--- src/rtl/mem_store_monitor_if.sv ---
// Store-snoop bus between the core (master) and the self-check monitor (slave).
interface mem_store_if;
  logic        MemWrite;
  logic [31:0] ALUResult;
  logic [31:0] WriteData;

  modport master (output MemWrite, output ALUResult, output WriteData);
  modport slave  (input  MemWrite, input  ALUResult, input  WriteData);
endinterface

--- src/rtl/mem_store_monitor.sv ---
// Self-check monitor: classifies core stores into PASS/FAIL, runs a cycle watchdog
// and keeps a circular log of the most recent stores for post-mortem readback.
module mem_store_monitor #(
  parameter logic [31:0] PASS_ADDR      = 32'd100,
  parameter logic [31:0] PASS_DATA      = 32'd25,
  parameter logic [31:0] ALLOW_ADDR     = 32'd96,
  parameter logic [31:0] ALLOW_MASK     = 32'hFFFF_FFFF,
  parameter logic [31:0] TIMEOUT_CYCLES = 32'd1000,
  parameter int unsigned LOG_DEPTH      = 8
) (
  input  logic                         clk,
  input  logic                         rst,
  mem_store_if.slave                   bus,
  output logic                         done,
  output logic                         pass,
  output logic                         fail,
  output logic                         timeout,
  output logic [31:0]                  fail_addr,
  output logic [31:0]                  fail_data,
  output logic [15:0]                  store_count,
  output logic [31:0]                  cycle_count,
  input  logic [$clog2(LOG_DEPTH)-1:0] log_rd_idx,
  output logic                         log_rd_valid,
  output logic [31:0]                  log_rd_addr,
  output logic [31:0]                  log_rd_data
);

  localparam int unsigned IDX_W = $clog2(LOG_DEPTH);
  localparam int unsigned CNT_W = IDX_W + 1;

  typedef enum logic [1:0] {S_RUN, S_PASS, S_FAIL, S_TIMEOUT} state_t;

  state_t             state, state_nxt;
  logic               store_en;
  logic [IDX_W-1:0]   wr_ptr;
  logic [IDX_W-1:0]   rd_ptr;
  logic [CNT_W-1:0]   log_count;
  logic [31:0]        log_addr [LOG_DEPTH];
  logic [31:0]        log_data [LOG_DEPTH];

  // A store is only acted on while running; bus contents are don't-care otherwise.
  assign store_en = (state == S_RUN) && bus.MemWrite;

  always_ff @(posedge clk or negedge rst) begin
    if (!rst) state <= S_RUN;
    else      state <= state_nxt;
  end

  // Store verdict is evaluated after the watchdog so it takes precedence on a tie.
  always_comb begin
    state_nxt = state;
    if (state == S_RUN) begin
      if ((TIMEOUT_CYCLES != 32'd0) && (cycle_count == TIMEOUT_CYCLES - 32'd1))
        state_nxt = S_TIMEOUT;
      if (bus.MemWrite) begin
        if (bus.ALUResult == PASS_ADDR)
          state_nxt = (bus.WriteData == PASS_DATA) ? S_PASS : S_FAIL;
        else if ((bus.ALUResult & ALLOW_MASK) != (ALLOW_ADDR & ALLOW_MASK))
          state_nxt = S_FAIL;
      end
    end
  end

  // Registered verdicts, counters and offending-store capture.
  always_ff @(posedge clk or negedge rst) begin
    if (!rst) begin
      done        <= 1'b0;
      pass        <= 1'b0;
      fail        <= 1'b0;
      timeout     <= 1'b0;
      fail_addr   <= 32'd0;
      fail_data   <= 32'd0;
      store_count <= 16'd0;
      cycle_count <= 32'd0;
      wr_ptr      <= '0;
      log_count   <= '0;
    end else begin
      done    <= (state_nxt != S_RUN);
      pass    <= (state_nxt == S_PASS);
      fail    <= (state_nxt == S_FAIL);
      timeout <= (state_nxt == S_TIMEOUT);
      if (state == S_RUN) begin
        if (cycle_count != 32'hFFFF_FFFF) cycle_count <= cycle_count + 32'd1;
        if (state_nxt == S_FAIL) begin
          fail_addr <= bus.ALUResult;
          fail_data <= bus.WriteData;
        end
      end
      if (store_en) begin
        if (store_count != 16'hFFFF) store_count <= store_count + 16'd1;
        wr_ptr <= IDX_W'(wr_ptr + IDX_W'(1));
        if (log_count != CNT_W'(LOG_DEPTH)) log_count <= log_count + CNT_W'(1);
      end
    end
  end

  // Log storage needs no reset: entries are only exposed once written.
  always_ff @(posedge clk) begin
    if (rst && store_en) begin
      log_addr[wr_ptr] <= bus.ALUResult;
      log_data[wr_ptr] <= bus.WriteData;
    end
  end

  assign rd_ptr       = IDX_W'(wr_ptr - IDX_W'(1) - log_rd_idx);
  assign log_rd_valid = (CNT_W'(log_rd_idx) < log_count);
  assign log_rd_addr  = log_rd_valid ? log_addr[rd_ptr] : 32'd0;
  assign log_rd_data  = log_rd_valid ? log_data[rd_ptr] : 32'd0;

endmodule
--- src/flat_wrapper.sv ---
// flat-port wrapper written by rule: the top's interface ports become plain ports
module mem_store_monitor_flat 
#(
  parameter logic [31:0] PASS_ADDR      = 32'd100,
  parameter logic [31:0] PASS_DATA      = 32'd25,
  parameter logic [31:0] ALLOW_ADDR     = 32'd96,
  parameter logic [31:0] ALLOW_MASK     = 32'hFFFF_FFFF,
  parameter logic [31:0] TIMEOUT_CYCLES = 32'd1000,
  parameter int unsigned LOG_DEPTH      = 8
)
  (clk, rst, done, pass, fail, timeout, fail_addr, fail_data, store_count, cycle_count, log_rd_idx, log_rd_valid, log_rd_addr, log_rd_data, bus_MemWrite, bus_ALUResult, bus_WriteData);
  mem_store_if bus_i ();
  input  logic clk;
  input  logic rst;
  output logic done;
  output logic pass;
  output logic fail;
  output logic timeout;
  output logic [31:0] fail_addr;
  output logic [31:0] fail_data;
  output logic [15:0] store_count;
  output logic [31:0] cycle_count;
  input  logic [$clog2(LOG_DEPTH)-1:0] log_rd_idx;
  output logic log_rd_valid;
  output logic [31:0] log_rd_addr;
  output logic [31:0] log_rd_data;
  input wire logic [$bits(bus_i.MemWrite)-1:0] bus_MemWrite;
  input wire logic [$bits(bus_i.ALUResult)-1:0] bus_ALUResult;
  input wire logic [$bits(bus_i.WriteData)-1:0] bus_WriteData;
  assign bus_i.MemWrite = bus_MemWrite;
  assign bus_i.ALUResult = bus_ALUResult;
  assign bus_i.WriteData = bus_WriteData;
  mem_store_monitor #(.PASS_ADDR(PASS_ADDR), .PASS_DATA(PASS_DATA), .ALLOW_ADDR(ALLOW_ADDR), .ALLOW_MASK(ALLOW_MASK), .TIMEOUT_CYCLES(TIMEOUT_CYCLES), .LOG_DEPTH(LOG_DEPTH)) u_core (.clk(clk), .rst(rst), .bus(bus_i), .done(done), .pass(pass), .fail(fail), .timeout(timeout), .fail_addr(fail_addr), .fail_data(fail_data), .store_count(store_count), .cycle_count(cycle_count), .log_rd_idx(log_rd_idx), .log_rd_valid(log_rd_valid), .log_rd_addr(log_rd_addr), .log_rd_data(log_rd_data));
endmodule
--- config.mk ---
export PLATFORM = sky130hd
export DESIGN_NAME = mem_store_monitor_flat
export DESIGN_NICKNAME = d
export VERILOG_FILES = /design/src/rtl/mem_store_monitor_if.sv /design/src/rtl/mem_store_monitor.sv /design/src/flat_wrapper.sv
export SDC_FILE = /design/constraint.sdc
export NUM_CORES = 1
export LEC_CHECK = 0
export CORE_MARGIN = 2
export CORE_UTILIZATION = 51
export CTS_CLUSTER_DIAMETER = 120
export DETAILED_ROUTE_END_ITERATION = 7
export GPL_TIMING_DRIVEN = 0
export HOLD_SLACK_MARGIN = 0.05
export PLACE_DENSITY_LB_ADDON = 0.05
export SLEW_MARGIN = 20
export SYNTH_ARGS = -nofsm -noshare
export SYNTH_HDL_FRONTEND = slang
export SYNTH_SLANG_ARGS = --single-unit
--- constraint.sdc ---
create_clock -name clk -period 6.7 [get_ports clk]
set_input_delay 1.675 -clock clk [delete_from_list [all_inputs] [get_ports clk]]
set_output_delay 1.675 -clock clk [all_outputs]
set_load 0.02 [all_outputs]
-- After elaboration in Yosys (flattened, before gate mapping)
Memory sizes are Yosys's and may differ from the RTL's.
Index checks and enable logic that the tools add are counted.
- bits in registers: 125
- memory bits (writable): 512
- output and inout port bits: 181
- memories: 2
- add/subtract/negate cells: 6
- magnitude comparators: 1
- equality and inequality tests: 10
- mux-type cells: 10
- reductions and logical operators: 8
- memories (name ; words ; width ; read ports ; clocked after memory_dff ; wr ports ; line ; source):
    u_core.log_addr ; 8 ; 32 ; 1 ; 0 ; 1 ; mem_store_monitor.sv:38 ; logic [31:0] log_addr [LOG_DEPTH];
    u_core.log_data ; 8 ; 32 ; 1 ; 0 ; 1 ; mem_store_monitor.sv:39 ; logic [31:0] log_data [LOG_DEPTH];
- operators by type and width (kind ; number):
    32-bit 2-to-1 mux ; 2
    32-bit by 1-bit adder with 32-bit output, second input constant ; 1
    32-bit by 10-bit == test with 1-bit output, second input constant ; 1
    32-bit by 5-bit == test with 1-bit output, second input constant ; 1
    32-bit by 7-bit == test with 1-bit output, second input constant ; 1
    32-bit inequality test, second input constant ; 1
    32-bit by 7-bit inequality test with 1-bit output, second input constant ; 1
    16-bit by 1-bit adder with 16-bit output, second input constant ; 1
    16-bit inequality test, second input constant ; 1
    2-bit 2-to-1 mux ; 6
    2-bit AND reduction ; 4
    4-bit by 1-bit adder with 4-bit output, second input constant ; 1
    2-bit == test, second input constant ; 2
    3-bit by 4-bit less-than comparator with 1-bit output ; 1
    4-bit inequality test, second input constant ; 1
    3-bit by 1-bit adder with 3-bit output, second input constant ; 1
    3-bit by 1-bit subtractor with 3-bit output, second input constant ; 1
    3-bit subtractor ; 1
    2-bit by 1-bit == test with 1-bit output, second input constant ; 1
    1-bit logical AND ; 2
    2-bit logical NOT ; 1
    1-bit 2-to-1 mux ; 2
    2-bit nonzero test ; 1

-- Depth between registers and ports, before layout
- depth after elaboration: 8
- depth in mapped cells: 9
- gate-level depth less buffers: 8

-- Least setup slack after synthesis
No wires, ideal clock.
- path kind: input -> register
- start point: in bus_MemWrite
- end point: mem u_core.log_addr[4][0], enable pin
- setup time: 0.565 ns
- arrival time: 6.472 ns
- data required time: 6.135 ns
- setup slack: -0.337 ns
- stages on the path: 4
- path buffers: 1
- path through: and2_1 > buf_2 > nand3_1 > nor3_1
- word-level cells in the longest chain between the ends: 4
- ends and longest elaborated chain (element ; line ; source):
    start: declaration ; flat_wrapper.sv:27 ; input wire logic [$bits(bus_i.MemWrite)-1:0] bus_MemWrite;
    1-bit logical AND ; mem_store_monitor.sv:42 ; assign store_en = (state == S_RUN) && bus.MemWrite;
    1-bit logical AND ; mem_store_monitor.sv:99 ; if (rst && store_en) begin
    1-bit 2-to-1 mux ; mem_store_monitor.sv:99 ;
    1-bit 2-to-1 mux (not written as such) ; mem_store_monitor.sv:100 ; log_addr[wr_ptr] <= bus.ALUResult;
    end: declaration ; mem_store_monitor.sv:38 ;
No other way between the ends.

-- Worst setup path after layout
- start point: in log_rd_idx[0]
- end point: out log_rd_data[14]
- word-level cells in the longest chain between the ends: 3
- elaborated cells on any way between the ends: 4
- classes of those cells: add/sub (1); order compare (1); mux (1); memory (1)
- ends and longest elaborated chain (element ; line ; source):
    start: declaration ; flat_wrapper.sv:23 ; input logic [$clog2(LOG_DEPTH)-1:0] log_rd_idx;
    3-bit subtractor ; mem_store_monitor.sv:105 ; assign rd_ptr = IDX_W'(wr_ptr - IDX_W'(1) - log_rd_idx);
    memory read 8 x 32 bit ; n/a ;
    32-bit 2-to-1 mux (*) ; mem_store_monitor.sv:108 ; assign log_rd_data = log_rd_valid ? log_data[rd_ptr] : 32'd0;
    end: declaration ; flat_wrapper.sv:26 ; output logic [31:0] log_rd_data;
Mark *: on every way between the ends. The rest lies on a longest branch, timed or not.

==> impl_metrics.yaml <==
status:
  outcome: "finished, final reports clean"
drt:
  routed.top_layer: "met4"
  wl_per_cell_um: 24.7
  drtIter0Drc: 997
  wirelength_mm: 58.6
  vias: 13600
  wl_met2_mm: 28.6
  first_pass_iters: 5
  vias_per_cell: 5.74
  wl_met3_mm: 3.50
  detail-route-antenna-nets: 0
  drc: 0
  met1_length_mm: 25.5
sta:
  setup_viol: 0
  final-hold-violation-count: 0
  slew_headroom_pct: 37.9
  finalCritPeriodShare_pct: 98.8
  setup_tns_ns: 0
  fin_crit_ns: 6.62
  maxSlewViolCount: 0
  finClkSkew_ns: 0.0226
  worst_pin_slew_ns: 0.924
  fmax_mhz: 151
placed_design:
  dp_hpwl_mm: 37.2
  dp_cells: 2239
  port-buffer-count: 250
  gp_congestion: 0.790
clocking:
  htreeDepth: 3
  cts_buffers: 69
  cts_root_buf: "clkbuf_16"
  cts_hold_buf: 0
  clkTransAtPathRegs_ns: 0.06
  cts_tree: "done"
  cts_buffer_depth: 3
  numClockSinks: 637
  insertion_delay_ns: 0.59
synth:
  synth_seq_cells: 637
  synth_edf_count: 512
  synth_cell_types: 44
  syn_area_um2: 24900
  postSynthCellCount: 1342
  synth_warnings: 0
  yosysTopAreaCellShare_pct: 61.8
  syn-num-nets: 1421
  synth.avg_cell_area_um2: 18.5
  synth_ff_type: "edfxtp_1"
  synth_area_leaders: "edfxtp_1 62%, dfrtp_1 13%, mux4_2 12%, mux2_2 3.0%, nand2_1 2.5%"
  yosys.area.top_type: "edfxtp_1"
  ys_seq_area_share_pct: 74.4
  synthArstFlopShare_pct: 19.6
power_and_ir_drop:
  p_per_area_nw_per_um2: 275
  p_total_uw: 8640
  p_leak_uw: 0.0112
  peakVddDrop_v: 0.000152
global_routing:
  grt_pass1_vias: 14200
  grt-ovfl-total: 0
  grt_max_degree: 84
  antenna_found_initial: 0
  grt_pass1_wl_mm: 88.1
  grt.total_usage_pct: 23.7
finish:
  fin_cells: 2370
  filler_cell_count: 3362
  layout_common_cells: "512 x edfxtp_1, 227 x clkdlybuf4s50_1, 164 x nand2_1, 128 x mux4_2, 125 x dfrtp_1"
  multiInputGateArea_um2: 6210
  area_growth_pct: 26.2
  nets: 1780
  final_common_cell: "edfxtp_1"
  antenna_cells: 0
  regArea_um2: 18500
  drive_gt1_share_pct: 22.9
floorplan:
  coreArea_um2: 47900
  die-area_um2: 50600
  initial_core_util_pct: 51.9
  ios: 251
  die_h_um: 225
  core.rowCount: 80
  die_w_um: 225
min_path:
  worst_hold_startpoint: "u_core.state[1]"
  worstHoldPathType: "reg2reg"
critical_path:
  worstSetupPathType: "in2out"
  worstPathRequired_ns: 5.03
  rr_startpoint: "u_core.state[0]"
  critPathMaxFanout: 10
  cp-end-kind: "output port"
  cp_data_arrival_time_ns: 4.95
  crit_start: "log_rd_idx[0]"
  startpoint_type: "primary input"
run:
  drv_cap: 0
[power breakdown]
| part | leakage (µW) | total [µW] | internal, µW | switching (µW) |
|---|---|---|---|---|
| Combinational | 0.00391 | 565 | 245 | 321 |
| Clock | 0.00110 | 3750 | 2270 | 1480 |
| Sequential | 0.00623 | 4320 | 4300 | 12.2 |
[per-layer routing]
metal  vias up  global-route usage, %
li1       6030                      -
met1      7117                   33.6
met2       389                   38.2
met3        62                   4.76
met4         0                   6.39
met5         -                      0
[timing repair]
item | in CTS | in global routing
buffers inserted | 6 | 1
hold endpoints to repair | 0 | 0
pin swaps | 1 | 1
gates resized for setup | 39 | 29
endpoints found under the setup margin | 64 | 40
[final timing paths]
kind	endpoint	slack (ns)	cells past startpoint
max in group asynchronous	u_core.fail_addr[22]	4.92	2
hold / removal	u_core.pass	0.49	1
setup / recovery	log_rd_data[14]	0.08	13
setup reg to reg	u_core.log_addr[0][4]	3.41	7
min in group asynchronous	u_core.cycle_count[21]	0.99	1
hold reg to reg	u_core.pass	0.49	1
[cells by family (layout without fill, tap and decap cells)]
group,Yosys count,in the layout,share of synthesized area [%]
AOI/OAI and AO/OA,85,85,1.89
xor gates and xnor gates,52,52,1.83
DFF,637,637,74.4
and+or+nand+nor,292,292,5.58
adders and majority gates,9,9,0.483
muxes,195,195,14.6
buffers and inverters,72,485,1.25
[synthesized netlist by cell type, drive strengths merged (5+ instances only)]
cell and count:
a21oi 66, and2 7, and3 5, and4 8, buf 25, clkbuf 34
dfrtp 125, edfxtp 512, ha 8, inv 13, mux2 67, mux4 128
nand2 164, nand3 14, nand4 27, nor2 19, nor3 10, nor4 24
o21ai 8, xnor2 33, xor2 19
[layout make-up]
type | count | share of cell area [%]
Inverter | 13 | 0.155
Clock inverter | 19 | 0.645
Clock buffer | 106 | 6.56
Sequential cell | 637 | 58.9
Tap cell | 615 | 2.45
Buffer | 58 | 0.984
Timing Repair Buffer | 289 | 10.5
Multi-Input combinational cell | 633 | 19.8
[through the flow]
stage,instance area [µm²],util [%],hold WS (ns),setup WS [ns]
2_1_floorplan,24900,-,0.447,1.30
3_3_place_gp,28200,58.7,0.477,-7.19
3_5_place_dp,28900,60.3,0.474,-0.771
4_1_cts,31400,65.4,0.492,0.0107
5_1_grt,31400,65.5,0.515,-0.00986
6_report,31400,65.5,0.495,0.0771
[sequential cells by signal, summed over array words and instances, names as in the netlist]
signal and count:
u_core.fail_addr 32, u_core.log_addr 256, u_core.done 1, u_core.fail_data 32
u_core.log_count 4, u_core.store_count 16, u_core.log_data 256, u_core.pass 1
u_core.timeout 1, u_core.fail 1, u_core.wr_ptr 3, u_core.cycle_count 32
u_core.state 2
[critical path: stages]
cell and delay, ns:
clkdlybuf4s50_1 0.48, inv_1 0.12, ha_1 0.16, inv_1 0.05
fa_1 0.45, xnor2_4 0.29, buf_4 0.19, xnor2_4 0.13
buf_12 0.14, clkbuf_2 0.27, nand2_1 0.09, a21oi_1 0.23
clkdlybuf4s50_1 0.66
Note: power is estimated with default switching activity, not from simulation.
